`config.mk`:
```
export PLATFORM = sky130hd
export DESIGN_NAME = prog_seq_detector
export DESIGN_NICKNAME = d
export VERILOG_FILES = /design/src/rtl/seqdet_pkg.sv /design/src/rtl/seqdet_sat_counter.sv /design/src/rtl/prog_seq_detector.sv
export SDC_FILE = /design/constraint.sdc
export NUM_CORES = 1
export LEC_CHECK = 0
export BUFFER_PORTS_ARGS = -buffer_cell sky130_fd_sc_hd__buf_2
export CAP_MARGIN = 20
export CORE_ASPECT_RATIO = 0.7
export CORE_MARGIN = 10
export CORE_UTILIZATION = 50
export DETAILED_ROUTE_END_ITERATION = 12
export MAX_ROUTING_LAYER = met4
export PLACE_DENSITY = 0.82
export SLEW_MARGIN = 20
export SYNTH_ARGS = -nofsm -noshare
export SYNTH_HDL_FRONTEND = slang
export SYNTH_HIERARCHICAL = 1
export SYNTH_SLANG_ARGS = --single-unit
```
`constraint.sdc`:
```
create_clock -name clk -period 1.8 [get_ports clk]
set_input_delay 0.27 -clock clk [delete_from_list [all_inputs] [get_ports clk]]
set_output_delay 0.27 -clock clk [all_outputs]
set_load 0.005 [all_outputs]
```
`src/rtl/seqdet_pkg.sv`:
```
// Shared constants for the programmable sequence detector.
// The overlap mode encoding matches the cfg_overlap input bit.
package seqdet_pkg;

   typedef enum logic {
      MODE_NONOVERLAP = 1'b0,
      MODE_OVERLAP    = 1'b1
   } mode_e;

   localparam int SEQDET_MAX_LEN_LIMIT = 32;

endpackage

```
`src/rtl/seqdet_sat_counter.sv`:
```
// Saturating up-counter that holds at all-ones and clears on reset or clr.
module seqdet_sat_counter #(
   parameter int W = 16
) (
   input  logic         clk,
   input  logic         reset,
   input  logic         clr,
   input  logic         inc,
   output logic [W-1:0] cnt
);

   // clr takes priority over inc, so a config reload in a match cycle still leaves zero.
   always_ff @(posedge clk or posedge reset) begin
      if (reset) begin
         cnt <= '0;
      end else if (clr) begin
         cnt <= '0;
      end else if (inc && (cnt != {W{1'b1}})) begin
         cnt <= cnt + W'(1);
      end
   end

endmodule

```
`src/rtl/prog_seq_detector.sv`:
```
// Programmable serial sequence detector with a zero-latency Mealy match output.
// Define SEQDET_CNT_EN to add the saturating match_cnt output.
module prog_seq_detector
   import seqdet_pkg::*;
#(
   parameter int MAX_LEN = 8,
   parameter int CNT_W   = 16,
   localparam int LEN_W  = $clog2(MAX_LEN + 1)
) (
   input  logic               clk,
   input  logic               reset,
   input  logic               cfg_we,
   input  logic [MAX_LEN-1:0] cfg_pattern,
   input  logic [LEN_W-1:0]   cfg_len,
   input  logic               cfg_overlap,
   input  logic               in_valid,
   input  logic               ain,
`ifdef SEQDET_CNT_EN
   output logic [CNT_W-1:0]   match_cnt,
`endif
   output logic               match
);

   localparam logic [LEN_W-1:0] LEN_MAX  = LEN_W'(MAX_LEN);
   localparam logic [LEN_W-1:0] FILL_MAX = LEN_W'(MAX_LEN - 1);
   localparam logic [LEN_W-1:0] LEN_ONE  = LEN_W'(1);

   logic [MAX_LEN-1:0] pattern;
   logic [LEN_W-1:0]   len;
   mode_e              overlap;
   logic [MAX_LEN-2:0] history;
   logic [LEN_W-1:0]   fill;
   logic [MAX_LEN-1:0] window;
   logic [MAX_LEN-1:0] mask;

   // The current bit joins the history so the final pattern bit matches in its own cycle.
   assign window = {history, ain};

   always_comb begin
      mask = '0;
      for (int i = 0; i < MAX_LEN; i++) begin
         mask[i] = (i < int'(len));
      end
   end

   assign match = in_valid && !cfg_we && (len != '0) && (fill >= (len - LEN_ONE))
                  && (((window ^ pattern) & mask) == '0);

   // Non-overlap mode restarts fill on a match so the next hit needs len fresh bits.
   always_ff @(posedge clk or posedge reset) begin
      if (reset) begin
         pattern <= '0;
         len     <= '0;
         overlap <= MODE_NONOVERLAP;
         history <= '0;
         fill    <= '0;
      end else if (cfg_we) begin
         pattern <= cfg_pattern;
         len     <= (cfg_len > LEN_MAX) ? LEN_MAX : cfg_len;
         overlap <= mode_e'(cfg_overlap);
         history <= '0;
         fill    <= '0;
      end else if (in_valid) begin
         history <= window[MAX_LEN-2:0];
         if (match && (overlap == MODE_NONOVERLAP)) begin
            fill <= '0;
         end else if (fill < FILL_MAX) begin
            fill <= fill + LEN_ONE;
         end
      end
   end

`ifdef SEQDET_CNT_EN
   seqdet_sat_counter #(
      .W(CNT_W)
   ) u_match_cnt (
      .clk  (clk),
      .reset(reset),
      .clr  (cfg_we),
      .inc  (match),
      .cnt  (match_cnt)
   );
`endif

endmodule

```
Word-level counts from Yosys, hierarchy flattened
Index checks and enable logic that the tools add are counted.
{ "totals": {"register_bits": 24, "in_bits": 18} }
{ "op_classes": {"addsub": 2, "order_cmp": 11, "mux": 7, "bitwise_logic": 3, "n_reduce_logical": 11} }
{ "ops": {"columns": ["operator", "n"], "rows": [
  ["$mux W4", 5],
  ["$lt A3 B4 Y1 const A", 4],
  ["$mux W7", 2],
  ["$and A8 B8 Y8", 1],
  ["$logic_not A8 Y1", 1],
  ["$lt A1 B4 Y1 const A", 2],
  ["$lt A2 B4 Y1 const A", 2],
  ["$xor A8 B8 Y8", 1],
  ["$logic_and A1 B1 Y1", 5],
  ["$add A4 B1 Y4 const B", 1],
  ["$ge A4 B4 Y1", 1],
  ["$gt A4 B4 Y1 const B", 1],
  ["$lt A4 B3 Y1 const B", 1],
  ["$reduce_bool A4 Y1", 1],
  ["$sub A4 B1 Y4 const B", 1],
  ["$reduce_bool A3 Y1", 1],
  ["$reduce_and A2 Y1", 1],
  ["$reduce_bool A2 Y1", 1],
  ["$logic_not A1 Y1", 1],
  ["$not A1 Y1", 1]
]} }

Depth between registers and ports, before layout
Gate-level depths: netlist (run 1).
{ "depth": {"ltp_word": 9, "depth_mapped": 10, "ltp_nobuf": 10} }

Worst setup path before layout (run 1)
No wires, ideal clock.
{ "synth_timing": {"kind": "register to register", "start": "reg len[0]", "end": "reg fill[1]", "setup_ns": 0.078, "arrival_ns": 1.762, "required_time_ns": 1.722, "path_slack_ns": -0.040, "stages_incl_launch_ff": 11, "path_buffers": 0, "path_cell_list": "dfrtp_1 > inv_1 > ha_1 > xnor2_1 > ha_1 > o21a_1 > nor2_1 > a21oi_1 > nor3b_2 > a21o_1 > a21oi_1"} }
{ "synth_via": {"elab_chain_len": 8, "elab_cells_between_ends": 22} }
{ "synth_lines": {"columns": ["item", "line", "text"], "rows": [
  ["from (decl)", "prog_seq_detector.sv:29", "logic [LEN_W-1:0] len;"],
  ["from (signal assigned)", "prog_seq_detector.sv:59", "len <= (cfg_len > LEN_MAX) ? LEN_MAX : cfg_len;"],
  ["$sub A4 B1 Y4 (tied with other cells)", "prog_seq_detector.sv:46", "assign match = in_valid && !cfg_we && (len != '0) && (fill >= (len - LEN_ONE))"],
  ["$ge A4 B4 Y1 (tied with other cells)", "prog_seq_detector.sv:46", null],
  ["$logic_and A1 B1 Y1 / $logic_not A8 Y1 (equally long branches)", "prog_seq_detector.sv:46, prog_seq_detector.sv:47", null],
  ["$logic_and A1 B1 Y1 *", "prog_seq_detector.sv:47", "&& (((window ^ pattern) & mask) == '0);"],
  ["$logic_and A1 B1 Y1 *", "prog_seq_detector.sv:65", "if (match && (overlap == MODE_NONOVERLAP)) begin"],
  ["$mux W4", "prog_seq_detector.sv:65", null],
  ["$mux W4", "prog_seq_detector.sv:63", "end else if (in_valid) begin"],
  ["$mux W4", "prog_seq_detector.sv:57", "end else if (cfg_we) begin"],
  ["to (signal assigned)", "prog_seq_detector.sv:68", "fill <= fill + LEN_ONE;"],
  ["to (decl)", "prog_seq_detector.sv:32", "logic [LEN_W-1:0] fill;"]
]} }
Every way passes the cells marked *; elsewhere a longest branch is shown, timed or not. The select of a mux whose other input is x is not followed.
A chain may end at the register's enable or synchronous reset.

Worst setup path in the final report (run 1)
{ "layout_timing": {"start": "reg len[0]", "end": "out match"} }
{ "layout_via": {"elab_chain_len": 4, "elab_cells_between_ends": 16} }
{ "layout_lines": {"columns": ["item", "line", "text"], "rows": [
  ["$sub A4 B1 Y4 (tied with other cells)", "prog_seq_detector.sv:46", null],
  ["$ge A4 B4 Y1 (tied with other cells)", "prog_seq_detector.sv:46", null],
  ["$logic_and A1 B1 Y1 / $logic_not A8 Y1 (equally long branches)", "prog_seq_detector.sv:46, prog_seq_detector.sv:47", null],
  ["$logic_and A1 B1 Y1 *", "prog_seq_detector.sv:47", null],
  ["to (decl)", "prog_seq_detector.sv:21", "output logic match"]
]} }
Every way passes the cells marked *; elsewhere a longest branch is shown, timed or not.

==> results.sh, run 1 <==
export IMPL_status="finished, violations left"
export IMPL_violations="setup timing"
export IMPL_drv_cap=0
export IMPL_drtAntennaViolNets=0
export IMPL_hold_slack_ns=0.0279
export IMPL_worstSetupPathDepth=10
export IMPL_rr_startpoint="len[0]"
export IMPL_start_util=0.534
export IMPL_p_per_area_nw_per_um2=809
export IMPL_timing_slew_headroom=0.726
export IMPL_wl_um=3000
export IMPL_clock_skew_ns=0.00827
export IMPL_grt_pass1_wl_um=5090
export IMPL_power_sequential_fraction=0.446
export IMPL_seq_area_um2=601
export IMPL_cp_num_buf_inv=2
export IMPL_worstMarginPinSlew_ns=0.409
export IMPL_p_clk_frac=0.348
export IMPL_r2r_cells=11
export IMPL_fin_setup_tns_ns=-1.42
export IMPL_grt_pass1_vias=1153
export IMPL_drc=0
export IMPL_antenna_found_initial=0
export IMPL_num_vias=1028
export IMPL_ir_drop_mv=0.603
export IMPL_multi_input_area_um2=724
export IMPL_drive_gt1_frac=0.380
export IMPL_clk_latency_ns=0.27
export IMPL_gp_congestion=0.893
export IMPL_power_switching_mw=0.345
export IMPL_synthDistinctLibCells=28
export IMPL_cts_buffer_depth=2
export IMPL_clock_sinks=24
export IMPL_die_h_um=63.2
export IMPL_synthCells=127
export IMPL_wire_per_inst_um=15.6
export IMPL_drt_iter0_markers=30
export IMPL_overflow=0
export IMPL_yosysTopAreaCellShare=0.450
export IMPL_maxSlewViolCount=0
export IMPL_critical_path_slowest_cell="dfrtp_1"
export IMPL_crit_family="adder cells"
export IMPL_synth_area_leaders="dfrtp_1 (45%), mux2_2 (7.6%), ha_1 (7.5%), mux2i_1 (5.3%), xnor2_1 (3.9%)"
export IMPL_max_freq_mhz=447
export IMPL_reg2reg_to="fill[1]"
export IMPL_clk_pin_slew_worst_paths_ns=0.09
export IMPL_cp_arrival_ns=1.97
export IMPL_postPlaceCellArea_um2=1510
export IMPL_numCtsBuffers=3
export IMPL_area_growth_pct=26.2
export IMPL_die_w_um=81.7
export IMPL_power_leakage_nw=0.794
export IMPL_syn_area_per_cell_um2=10.5
export IMPL_setup_worst_path_end_class="primary output"
export IMPL_synthesis_nets=153
export IMPL_cp_start_kind="flip-flop"
export IMPL_fin_crit_ns=2.24
export IMPL_synth_area_um2=1330
export IMPL_required_ns=1.53
export IMPL_yosysSeqAreaShare=0.450
export IMPL_portBuffers=18
export IMPL_regToRegSetupSlack_ns=-0.34
export IMPL_io_pins=19
export IMPL_path_cells="inv_2, ha_4, xnor2_2, ha_1, o21a_1, nor2_1, a21oi_2, nand2b_1, nor2_1, buf_2"
export IMPL_finalInstanceArea_um2=1680
export IMPL_crit_end="match"
export IMPL_antennaDiodeCount=0
export IMPL_grt_max_degree=29
export IMPL_hold_viol=0
export IMPL_ctsHoldBuffers=0
export IMPL_fin_crit_sh=1.24
export IMPL_cp_slowest_stage_delay_ns=0.44
export IMPL_dr_pass1_iters=4
export IMPL_core_area_um2=2500
export IMPL_cts_root_buffer="clkbuf_8"
export IMPL_hold_path_class="primary input to async pin"
export IMPL_fillCellCount=195
export IMPL_critical_path_class="flip-flop to primary output"
export IMPL_grt_usage=0.124
export IMPL_power_internal_mw=1.02
export IMPL_ys_warn_count=6
export IMPL_rsz0062_at_grt="true"
export IMPL_dpl_hpwl_um=2110
export IMPL_fin_ws_ns=-0.438
export IMPL_cts_htree_levels=1
export IMPL_design_die_area_um2=5170
export IMPL_p_comb_frac=0.206
export IMPL_final_net_count=185
export IMPL_rows=15
export IMPL_worstPathMaxFanout=4
export IMPL_crit_start="len[0]"
export IMPL_synth_seq_cells=24
export IMPL_vias_per_cell=5.35
export IMPL_cpMostUsedCell="nor2_1"
export IMPL_swShare=0.254
export IMPL_setup_viol=5
export IMPL_netlist_top_cell_by_area="dfrtp_1"
export IMPL_cts_tree="yes"
==> worst reg2reg max path, delay by kind of cell, from the launching register on <==
family	cells	cell delay, ns
compound gates	4	0.43
xor+xnor	1	0.10
fa+ha+maj	1	0.30
buf+inv	2	0.26
flops	1	0.44
simple gates	3	0.48
==> cell families (layout without fill, tap and decap cells) <==
kind of cell / Yosys count / count (layout) / share of synthesized area
mux: 16 / 16 / 0.129
compound gates: 24 / 24 / 0.132
flops: 24 / 24 / 0.450
fa+ha+maj: 8 / 8 / 0.0750
buf+inv: 16 / 47 / 0.0478
xor+xnor: 10 / 10 / 0.0657
simple gates: 29 / 29 / 0.100
==> what timing repair did <==
item | in CTS | in global routing
gates resized for setup | 3 | 7
buffers inserted | 5 | 5
endpoints found under the setup margin | 5 | 5
pin swaps | 4 | 2
==> cells in the mapped netlist, drive strengths merged <==
master	n
a2111oi	1
a21o	2
a21oi	8
a2bb2oi	1
a31oi	1
buf	4
clkbuf	2
dfrtp	24
ha	8
inv	10
mux2	9
mux2i	7
nand2	7
nand2b	2
nand3	2
nor2	10
nor3	7
nor3b	1
o2111ai	1
o211ai	1
o21a	1
o21ai	4
o221ai	1
o22ai	3
xnor2	6
xor2	4
==> layout by cell type (no fill, tap or decap), types with 3 or more instances in the layout <==
master | Yosys | routed
nor2_1 | 10 | 10
o22ai_1 | 3 | 3
clkbuf_8 | 0 | 3
a21oi_1 | 8 | 6
buf_2 | 3 | 18
xnor2_1 | 6 | 5
dfrtp_1 | 24 | 24
nand2_1 | 7 | 7
mux2_2 | 9 | 9
ha_1 | 8 | 7
xor2_1 | 4 | 4
o21ai_0 | 4 | 3
mux2i_1 | 7 | 7
nor3_1 | 7 | 6
inv_1 | 10 | 8
buf_4 | 0 | 14
==> sequential cells by signal, indices dropped and copies added, names as in the netlist <==
name / flops
history: 7
pattern: 8
overlap: 1
fill: 4
len: 4
==> power by group through the flow <==
stage / logic, mW / registers (mW) / clock network (mW)
5_1_grt: 0.311 / 0.612 / 0.508
3_3_place_gp: 0.218 / 0.613 / 0
2_1_floorplan: 0.168 / 0.603 / 0
4_1_cts: 0.249 / 0.605 / 0.485
6_report: 0.281 / 0.607 / 0.474
3_5_place_dp: 0.232 / 0.616 / 0
==> routing by layer <==
layer,wire [um],GRT usage,up-vias
met5,0,-,-
met4,5,0.0169,0
met3,117,0.0340,2
met2,1570,0.214,23
met1,1310,0.143,498
li1,-,-,505
==> cell type report <==
type / instances / area share
Inverter: 10 / 0.0223
Timing Repair Buffer: 33 / 0.123
Clock buffer: 3 / 0.0245
Multi-Input combinational cell: 87 / 0.430
Tap cell: 34 / 0.0253
Clock inverter: 1 / 0.0178
Sequential cell: 24 / 0.357
==> stage by stage <==
step / setup slack (ns) / power, mW / util / std cells
CTS: -0.415 / 1.34 / 0.653 / 190
floorplan: 0.00206 / 0.770 / - / 127
finish: -0.438 / 1.36 / 0.674 / 192
global placement: -0.0748 / 0.832 / 0.604 / 181
detailed placement: -0.168 / 0.848 / 0.604 / 181
global route: -0.550 / 1.43 / 0.674 / 192
==> worst min path at each step <==
stage | end | cells after the start | slack [ns] | start
after floorplan | fill[0] | 1 | 0.28 | reset
after global placement | pattern[5] | 3 | 0.32 | reset
after detailed placement | pattern[5] | 3 | 0.33 | reset
after CTS | history[5] | 3 | 0.04 | reset
after global routing | history[2] | 3 | 0.06 | reset
final | history[5] | 3 | 0.03 | reset
(Power assumes the default switching activity.)
==> run 2: changes to the inputs <==
--- a/config.mk
+++ b/config.mk
@@ -13,6 +13,7 @@
 export DETAILED_ROUTE_END_ITERATION = 12
 export MAX_ROUTING_LAYER = met4
 export PLACE_DENSITY = 0.82
+export SETUP_SLACK_MARGIN = 0.4
 export SLEW_MARGIN = 20
 export SYNTH_ARGS = -nofsm -noshare
 export SYNTH_HDL_FRONTEND = slang
==> results.sh, run 2 (synthesis results as in run 1) <==
export IMPL_hold_slack_ns=0.0261
export IMPL_worstMarginPinSlew_ns=0.354
export IMPL_cts_htree_levels=1
export IMPL_hold_viol=0
export IMPL_max_freq_mhz=445
export IMPL_finalInstanceArea_um2=1710
export IMPL_rows=15
export IMPL_maxSlewViolCount=0
export IMPL_status="finished, violations left"
export IMPL_cp_start_kind="flip-flop"
export IMPL_grt_pass1_vias=989
export IMPL_grt_busiest_layer="met2"
export IMPL_grt_pass1_wl_um=4640
export IMPL_io_pins=19
export IMPL_required_ns=1.53
export IMPL_dpl_hpwl_um=2090
export IMPL_cts_buffer_depth=2
export IMPL_fin_crit_ns=2.24
export IMPL_top_register="pattern"
export IMPL_start_util=0.534
export IMPL_grt_max_degree=29
export IMPL_clock_sinks=24
export IMPL_postPlaceCellArea_um2=1540
export IMPL_most_common_layout_cells="dfrtp_1 (23), buf_2 (18), buf_4 (16), nor2_1 (10), mux2_2 (9)"
export IMPL_core_area_um2=2500
export IMPL_power_leakage_nw=0.803
export IMPL_antenna_found_initial=0
export IMPL_antennaDiodeCount=0
export IMPL_gp_congestion=0.782
export IMPL_dr_pass1_iters=4
export IMPL_final_net_count=188
export IMPL_wire_per_inst_um=15.1
export IMPL_violations="setup timing"
export IMPL_portBuffers=18
export IMPL_drt_iter0_markers=39
export IMPL_setup_viol=5
export IMPL_fin_crit_sh=1.25
export IMPL_largest_register_ffs=8
export IMPL_cts_tree="yes"
export IMPL_clk_latency_ns=0.27
export IMPL_numCtsBuffers=3
export IMPL_drv_cap=0
export IMPL_rsz0062_at_grt="true"
export IMPL_clk_pin_slew_worst_paths_ns=0.09
export IMPL_wl_um=2940
export IMPL_use_met1=0.139
export IMPL_worstPathMaxFanout=3
export IMPL_die_w_um=81.7
export IMPL_timing_slew_headroom=0.762
export IMPL_fillCellCount=196
export IMPL_met3_usage=0.0326
export IMPL_vias_per_cell=5.22
export IMPL_layout_commonest_cell="dfrtp_1"
export IMPL_critical_path_class="flip-flop to primary output"
export IMPL_drive_gt1_frac=0.398
export IMPL_die_h_um=63.2
export IMPL_num_vias=1017
export IMPL_hold_path_class="primary input to async pin"
export IMPL_cts_root_buffer="clkbuf_8"
export IMPL_largestRegisters="pattern x8, history x7"
export IMPL_cp_arrival_ns=1.97
export IMPL_p_per_area_nw_per_um2=797
export IMPL_clock_skew_ns=0.00383
export IMPL_ir_drop_mv=0.632
export IMPL_gr_usage_met2=0.191
export IMPL_ctsHoldBuffers=0
export IMPL_area_growth_pct=28.3
export IMPL_grt_usage=0.116
export IMPL_setup_worst_path_end_class="primary output"
export IMPL_design_die_area_um2=5170
export IMPL_drc=0
export IMPL_fin_ws_ns=-0.445
export IMPL_drtAntennaViolNets=0
export IMPL_overflow=0
[run 2: final timing paths]
check	end	cells after the start	slack, ns	from
worst max-delay path	match	9	-0.44	len[1]
worst min-delay path	pattern[7]	3	0.03	reset
worst max register to register	fill[0]	12	-0.30	len[1]
worst min register to register	pattern[0]	1	0.54	pattern[0]
max in group asynchronous	len[0]	3	1.52	reset
min in group clk	len[0]	2	0.22	cfg_len[3]
[run 2: cell type report]
type | instances | area, um2 | area share
Clock buffer | 3 | 41.3 | 0.0241
Inverter | 10 | 37.5 | 0.0219
Tap cell | 34 | 42.5 | 0.0249
Multi-Input combinational cell | 87 | 726 | 0.424
Timing Repair Buffer | 36 | 233 | 0.136
Sequential cell | 24 | 602 | 0.352
Clock inverter | 1 | 30.0 | 0.0175
[run 2: per-stage QoR]
| step | std cells | power (mW) | setup TNS [ns] | utilization | setup slack, ns |
|---|---|---|---|---|---|
| floorplan | 127 | 0.774 | 0 | - | 0.0188 |
| global placement | 184 | 0.847 | -0.319 | 0.617 | -0.145 |
| detailed placement | 184 | 0.858 | -0.564 | 0.617 | -0.188 |
| CTS | 194 | 1.36 | -1.24 | 0.673 | -0.418 |
| global route | 195 | 1.44 | -1.78 | 0.686 | -0.548 |
| finish | 195 | 1.36 | -1.30 | 0.686 | -0.445 |
[run 2: critical path: stages (launching register included)]
cell and delay, ns:
dfrtp_1 0.42, nor3_2 0.22, xnor2_1 0.12, ha_1 0.29, o21a_1 0.11, nor2_1 0.04, a21oi_2 0.14, nand2b_1 0.10
nor2_1 0.13, buf_2 0.13
[run 2: where the power goes]
part           total [mW]  switching (mW)  internal [mW]
Combinational       0.291           0.137          0.154
Clock               0.469           0.172          0.297
Sequential          0.605          0.0320          0.573
[run 2: timing repair]
action | in CTS | in global routing
setup buffers | 6 | 1
gates resized for setup | 5 | 5
pin swaps | 3 | 2
endpoints found under the setup margin | 5 | 5
[run 2: metal layers]
metal / up-vias / wire (um)
met5: - / 0
met1: 481 / 1280
li1: 507 / -
met3: 2 / 137
met2: 27 / 1520
met4: 0 / 13
==> run 3: changes to the inputs <==
--- a/config.mk
+++ b/config.mk
@@ -13,9 +13,11 @@
 export DETAILED_ROUTE_END_ITERATION = 12
 export MAX_ROUTING_LAYER = met4
 export PLACE_DENSITY = 0.82
+export RECOVER_POWER = 50
 export SETUP_SLACK_MARGIN = 0.4
 export SLEW_MARGIN = 20
 export SYNTH_ARGS = -nofsm -noshare
 export SYNTH_HDL_FRONTEND = slang
 export SYNTH_HIERARCHICAL = 1
 export SYNTH_SLANG_ARGS = --single-unit
+export TNS_END_PERCENT = 50
==> results.sh, run 3 (synthesis results as in run 1) <==
export IMPL_status="finished, violations left"
export IMPL_violations="setup timing"
export IMPL_dr_pass1_iters=4
export IMPL_fin_ws_ns=-0.411
export IMPL_grt_usage=0.112
export IMPL_die_w_um=81.7
export IMPL_required_ns=1.53
export IMPL_vias_per_cell=5.27
export IMPL_clk_pin_slew_worst_paths_ns=0.09
export IMPL_final_net_count=181
export IMPL_cp_arrival_ns=1.94
export IMPL_finalInstanceArea_um2=1630
export IMPL_fin_cells=188
export IMPL_hold_viol=0
export IMPL_r2r_cells=10
export IMPL_ir_drop_mv=0.648
export IMPL_postPlaceCellArea_um2=1520
export IMPL_fin_crit_sh=1.23
export IMPL_cts_htree_levels=1
export IMPL_critical_path_class="flip-flop to primary output"
export IMPL_hold_slack_ns=0.196
export IMPL_path_cells="inv_2, ha_4, xnor2_2, ha_1, o21a_1, nor2_1, a21oi_2, nand2b_1, nor2_1, buf_2"
export IMPL_cp_slowest_stage_delay_ns=0.42
export IMPL_p_per_area_nw_per_um2=821
export IMPL_die_h_um=63.2
export IMPL_setup_worst_path_end_class="primary output"
export IMPL_power_leakage_nw=0.761
export IMPL_hp_start="cfg_overlap"
export IMPL_hold_path_class="primary input to flip-flop"
export IMPL_numCtsBuffers=3
export IMPL_dpl_hpwl_um=2100
export IMPL_io_pins=19
export IMPL_setup_viol=5
export IMPL_clock_sinks=24
export IMPL_crit_family="adder cells"
export IMPL_regToRegSetupSlack_ns=-0.12
export IMPL_most_common_layout_cells="dfrtp_1 (23), buf_2 (18), nor2_1 (10), buf_4 (10), mux2_2 (9)"
export IMPL_cp_num_buf_inv=2
export IMPL_fin_setup_tns_ns=-0.558
export IMPL_min_path_cells=3
export IMPL_drive_gt1_frac=0.351
export IMPL_grt_pass1_vias=1001
export IMPL_placed_cells=181
export IMPL_crit_start="len[1]"
export IMPL_grt_max_degree=29
export IMPL_worstMarginPinSlew_ns=1.28
export IMPL_core_area_um2=2500
export IMPL_largestRegisters="pattern x8, history x7"
export IMPL_largest_register_ffs=8
export IMPL_wire_per_inst_um=14.8
export IMPL_clock_skew_ns=0.00446
export IMPL_ctsHoldBuffers=0
export IMPL_fillCellCount=201
export IMPL_drt_iter0_markers=19
export IMPL_cpMostUsedCell="nor2_1"
export IMPL_design_die_area_um2=5170
export IMPL_cp_start_kind="flip-flop"
export IMPL_wl_um=2780
export IMPL_drc=0
export IMPL_start_util=0.534
export IMPL_drtAntennaViolNets=0
export IMPL_num_vias=991
export IMPL_layout_commonest_cell="dfrtp_1"
export IMPL_timing_slew_headroom=0.145
export IMPL_min_to="overlap"
export IMPL_rr_startpoint="len[1]"
export IMPL_overflow=0
export IMPL_maxSlewViolCount=0
export IMPL_clk_latency_ns=0.27
export IMPL_cts_tree="yes"
export IMPL_cts_buffer_depth=2
export IMPL_rows=15
export IMPL_drv_cap=0
export IMPL_worstPathMaxFanout=4
export IMPL_area_growth_pct=22.2
export IMPL_grt_pass1_wl_um=4550
export IMPL_fin_crit_ns=2.21
export IMPL_top_register="pattern"
export IMPL_max_freq_mhz=452
export IMPL_antennaDiodeCount=0
export IMPL_gp_congestion=0.817
export IMPL_rsz0062_at_grt="true"
export IMPL_cts_root_buffer="clkbuf_8"
export IMPL_critical_path_slowest_cell="dfrtp_1"
export IMPL_portBuffers=18
export IMPL_p_total_mw=1.34
export IMPL_antenna_found_initial=0
export IMPL_reg2reg_to="fill[1]"
## run 3: cell types whose count changed in the layout (fill, tap and decap cells not counted)
cell	delta
buf_4	-6
buf_6	-2
o21ai_4	-1
o21ai_0	+1
clkbuf_1	+1
a2bb2oi_2	-1
a2bb2oi_1	+1
## run 3: through the flow
stage,util,setup WS [ns]
floorplan,-,0.0181
global placement,0.608,-0.0782
detailed placement,0.608,-0.126
CTS,0.643,-0.417
global route,0.653,-0.538
finish,0.653,-0.411
## run 3: how the worst max path moves through the flow
stage,depth (start not counted),endpoint
CTS,10,match
finish,10,match
floorplan,10,fill[1]
detailed placement,10,match
global route,10,match
global placement,10,fill[1]
## run 3: layer usage
metal | routed length, um | track usage | part of all wire
met2 | 1400 | 0.181 | 0.51
met5 | 0 | - | 0
met3 | 97 | 0.0326 | 0.035
met4 | 24 | 0.0254 | 0.0086
met1 | 1250 | 0.134 | 0.45
## run 3: cell type report
cell class | count | area [um2] | area share
sequential | 24 | 602 | 0.369
timing repair buffer | 29 | 169 | 0.104
clock buffer | 3 | 41.3 | 0.0253
clock inverter | 1 | 30.0 | 0.0184
multi-input combinational | 87 | 708 | 0.434
tap | 34 | 42.5 | 0.0261
inverter | 10 | 37.5 | 0.0230
## run 3: power breakdown
part / internal (mW) / switching, mW / total, mW / leakage [nW]
registers: 0.573 / 0.0346 / 0.607 / 0.306
clock network: 0.298 / 0.181 / 0.479 / 0.0357
logic: 0.132 / 0.121 / 0.253 / 0.419
## run 3: what timing repair did
action	CTS	global route
pin swaps	2	2
endpoints found under the setup margin	5	5
gates resized for setup	0	5
setup buffers	2	1
## run 3: tightest hold or removal path, stage by stage
cell	delay [ns]
buf_2	0.07
nand2_1	0.03
o21ai_0	0.06
